[config.mk]
export PLATFORM = sky130hd
export DESIGN_NAME = promediador_muestras
export DESIGN_NICKNAME = d
export VERILOG_FILES = /design/src/rtl/promediador_muestras.sv
export SDC_FILE = /design/constraint.sdc
export NUM_CORES = 1
export LEC_CHECK = 0
export ABC_AREA = 0
export BUFFER_PORTS_ARGS = -buffer_cell sky130_fd_sc_hd__clkbuf_2
export CAP_MARGIN = 20
export CORE_UTILIZATION = 56
export CTS_CLUSTER_SIZE = 30
export DETAILED_ROUTE_END_ITERATION = 8
export PLACE_DENSITY = 0.77
export SLEW_MARGIN = 10
export SYNTH_ARGS = -nofsm -noshare
export SYNTH_HDL_FRONTEND = slang
export SYNTH_SLANG_ARGS = --single-unit
[constraint.sdc]
create_clock -name clock -period 2.8 [get_ports clock]
set_input_delay 0.42 -clock clock [delete_from_list [all_inputs] [get_ports clock]]
set_output_delay 0.42 -clock clock [all_outputs]
set_load 0.01 [all_outputs]
[src/rtl/promediador_muestras.sv]
// Windowed averager for 12-bit signed ADC samples with a valid/ack result port.
// Define PROMEDIO_MINMAX_EN to add per-window minimum/maximum outputs.
module promediador_muestras #(
    parameter int LOG2_N = 4
) (
    input  logic        clock,
    input  logic        reset_n,
    input  logic        habilitar,
    input  logic [11:0] datos,
    input  logic        ready,
    output logic [11:0] promedio,
    output logic        promedio_valido,
    input  logic        promedio_ack,
    output logic        sobrecarga
`ifdef PROMEDIO_MINMAX_EN
    ,
    output logic [11:0] minimo,
    output logic [11:0] maximo
`endif
);

    localparam int ACC_W = 12 + LOG2_N;
    localparam int CNT_W = LOG2_N + 1;
    localparam logic [CNT_W-1:0] ULTIMA = CNT_W'((1 << LOG2_N) - 1);

    typedef enum logic {ACUM, SALIDA} estado_t;

    estado_t                 estado;
    logic                    ready_d;
    logic                    evento;
    logic signed [ACC_W-1:0] acum;
    logic signed [ACC_W-1:0] datos_ext;
    logic [CNT_W-1:0]        cuenta;

    // ready stays high for many clocks, so only its rising edge is a sample
    assign evento    = ready & ~ready_d;
    assign datos_ext = ACC_W'($signed(datos));

`ifdef PROMEDIO_MINMAX_EN
    logic signed [11:0] min_run;
    logic signed [11:0] max_run;
    logic signed [11:0] datos_s;

    assign datos_s = $signed(datos);
`endif

    always_ff @(posedge clock) begin
        if (!reset_n) begin
            estado          <= ACUM;
            ready_d         <= 1'b1;
            acum            <= '0;
            cuenta          <= '0;
            promedio        <= '0;
            promedio_valido <= 1'b0;
            sobrecarga      <= 1'b0;
`ifdef PROMEDIO_MINMAX_EN
            min_run         <= '0;
            max_run         <= '0;
            minimo          <= '0;
            maximo          <= '0;
`endif
        end else begin
            ready_d <= ready;

            // A load in SALIDA below overrides this clear when both coincide
            if (promedio_valido && promedio_ack) begin
                promedio_valido <= 1'b0;
            end

            if (!habilitar) begin
                estado  <= ACUM;
                acum    <= '0;
                cuenta  <= '0;
`ifdef PROMEDIO_MINMAX_EN
                min_run <= '0;
                max_run <= '0;
`endif
            end else begin
                case (estado)
                    ACUM: begin
                        if (evento) begin
                            acum   <= acum + datos_ext;
                            cuenta <= cuenta + CNT_W'(1);
`ifdef PROMEDIO_MINMAX_EN
                            if (cuenta == '0) begin
                                min_run <= datos_s;
                                max_run <= datos_s;
                            end else begin
                                if (datos_s < min_run) min_run <= datos_s;
                                if (datos_s > max_run) max_run <= datos_s;
                            end
`endif
                            if (cuenta == ULTIMA) begin
                                estado <= SALIDA;
                            end
                        end
                    end
                    SALIDA: begin
                        promedio        <= 12'(acum >>> LOG2_N);
                        promedio_valido <= 1'b1;
                        acum            <= '0;
                        cuenta          <= '0;
                        if (promedio_valido && !promedio_ack) begin
                            sobrecarga <= 1'b1;
                        end
`ifdef PROMEDIO_MINMAX_EN
                        minimo          <= min_run;
                        maximo          <= max_run;
`endif
                        estado          <= ACUM;
                    end
                    default: estado <= ACUM;
                endcase
            end
        end
    end

endmodule

==> qor.yml <==
run_status:
  outcome: "finished, final reports clean"
synthesis:
  synth.top_cells.by_area: "dfxtp_1, ha_1, nand2_1"
  yosys_register_bits: 37
  yosys.area.top_type_share_pct: 35.86
  synth_compound_gate_area_share_pct: 23.20
  synth-adder-area-share_pct: 11.27
  synth.most_common_cell: "nand2_1"
  synth.net_count: 287
  yosysWarningCount: 0
  synth.area.mux_share_pct: 1.030
  synth_cell_types: 42
  syn_area_per_cell_um2: 8.197
  ys_async_sr_fraction_pct: 0
  synth-edff-count: 0
  synth_top_family_by_area: "compound AO/OA/AOI/OAI gates"
  syn-cell-area_um2: 2066
  yosysTopAreaCell: "dfxtp_1"
  ys.flop_type: "dfxtp_1"
  syn_inst: 252
  synth-xor-area-share_pct: 5.512
  yosys.area_share.simple_pct: 19.62
  synth_common_cells: "nand2_1, dfxtp_1, a21oi_1"
  seq_area_frac_synth_pct: 35.86
sta:
  drv_slew: 0
  rsz0062_at_grt: "no"
  clock.fmax_ghz: 0.4533
  worst_pin_slew_ps: 608.6
  fin_setup_tns_ps: 0
  period_minus_slack_ps: 2206
  finClkSkew_ps: 5.851
  period_share_pct: 78.79
  hold_violations: 0
  setup_viol: 0
  slew_headroom_pct: 59.43
floorplan:
  die_area_um2: 3936
  io_pins: 31
  die_height_um: 62.74
  coreArea_um2: 3442
  die_width_um: 62.74
  std_cell_rows: 21
  start_util_pct: 60.01
drt:
  via_per_inst: 5.440
  drt_pass1_iterations: 4
  drtIter0Drc: 100
  wire_per_inst_um: 12.89
  ant_nets: 0
  vias: 1779
  drc_errors: 0
  wirelength_mm: 4.214
global_route:
  grt_pass1_wl_mm: 7.196
  grt_overflow: 0
  grt_pass1_vias: 1628
  grt.met3_usage_pct: 6.387
  antenna_found_initial: 0
  grt_start_max_net_pins: 20
  grt_use_met2_pct: 39.95
  top_usage_layer: "met2"
  track_usage_pct: 23.60
  use_met1_pct: 28.64
cells_and_area:
  drive_above_1_share_pct: 15.30
  stdcell_area_um2: 2340
  areaGrowthSynthToFinish_pct: 13.26
  diodes: 0
  fillers: 305
  finalNetCount: 315
pwr:
  power_switching_uw: 247.7
  combPwrFrac_pct: 9.9
  p_int_uw: 796.8
  seqPwrFrac_pct: 51.2
  p_leak_uw: 0.0009924
  max-vdd-ir-drop_uv: 309.7
  swShare_pct: 23.71
  clkPwrFrac_pct: 38.9
  powerDensity_nw_per_um2: 446.4
placed_design:
  hpwl_mm: 3.088
  port_buffers: 30
  dpl_cell_area_um2: 2238
  place.gp.congestion: 0.9045
setup_path:
  cp.required_ps: 3020
  slowest_stage: "fa_1"
  start_kind: "register"
  path_max_fanout: 5
  cpPeakStageDelay_ps: 380
  crit_chain: "ha_1, inv_1, fa_1, nor2b_1, o211ai_1, a31oi_4, a22oi_1, mux2_1, o22ai_1"
  crit_arrival_ps: 2430
  cp-end-kind: "register"
  worstSetupPathType: "reg -> reg"
  cpLargestDelayFamily: "compound AO/OA/AOI/OAI gates"
  crit_buf_inv: 1
clocking:
  cts_setup_buffers: 0
  clock_latency_ps: 290
  clk_pin_slew_worst_paths_ps: 70
  cts_sinks: 37
  htreeDepth: 2
  cts_hold_buf: 0
  numCtsBuffers: 5
  cts_tree: "yes"
  clockBufferDepth: 2
  postCtsResizedCells: 0
  root_buffer: "clkbuf_8"
run:
  maxCapViolCount: 0
worst_hold_path:
  hp-class: "in -> reg"
-- placed cells by master (no fill, tap or decap), drive strengths merged, types with 3 or more instances in the layout --
master / count
nand3: 5
a21boi: 14
inv: 8
and3: 4
a31oi: 4
and2: 5
a211oi: 3
nor2: 11
a21o: 5
o21ai: 12
xnor2: 6
o211ai: 4
a21oi: 20
nand2: 55
clkbuf: 37
ha: 17
dfxtp: 37
xor2: 7
nand2b: 4
-- kinds of logic (layout without fill, tap and decap cells) --
family | after synthesis | count (layout)
flops | 37 | 37
buf+inv | 18 | 47
fa+ha+maj | 18 | 18
simple gates | 92 | 92
xor+xnor | 13 | 13
mux | 2 | 2
compound gates | 72 | 72
-- final cells by class --
cell class / instances / area, µm² / area share (%)
tap: 46 / 57.56 / 2.460
timing repair buffer: 31 / 157.7 / 6.738
sequential: 37 / 740.7 / 31.66
clock buffer: 7 / 96.34 / 4.118
clock inverter: 1 / 5.005 / 0.2139
inverter: 8 / 30.03 / 1.283
multi-input combinational: 197 / 1252 / 53.53
-- per-stage QoR --
step                power [µW]  setup slack (ps)  utilization [%]  std cells  hold WS (ps)
finish                    1044             593.9            67.98        327         350.5
detailed placement       649.9             416.9            65.03        319         450.6
CTS                       1054             597.0            67.98        327         345.5
global route              1087             440.3            67.98        327         342.4
global placement         648.3             461.5            65.03        319         446.3
floorplan                620.3             628.3                -        252         435.6
-- registers in the layout (all words and copies together), names as in the netlist --
register         cells
acum                16
cuenta               5
estado               1
promedio            12
promedio_valido      1
ready_d              1
sobrecarga           1
-- power by group through the flow --
stage	clock network [µW]	registers, µW	logic [µW]
floorplan	0	546	74.5
global placement	0	547	101
detailed placement	0	547	103
CTS	416	535	103
global route	435	535	116
finish	406	535	103
-- worst paths after layout --
check / slack (ps) / startpoint / depth (start not counted) / end
worst max-delay path: 590 / acum[0]$_SDFFE_PN0P_ / 9 / acum[12]$_SDFFE_PN0P_
worst min-delay path: 350 / ready / 2 / ready_d$_SDFF_PN1_
worst max register to register: 590 / acum[0]$_SDFFE_PN0P_ / 9 / acum[12]$_SDFFE_PN0P_
worst min register to register: 460 / acum[3]$_SDFFE_PN0P_ / 2 / acum[3]$_SDFFE_PN0P_
-- routing by layer --
metal / share of wire (%) / vias up
met4: 1.7 / 0
met5: 0 / -
met3: 5.3 / 8
met1: 46 / 800
li1: - / 934
met2: 47 / 37
Power figures use the tool's default switching activity.
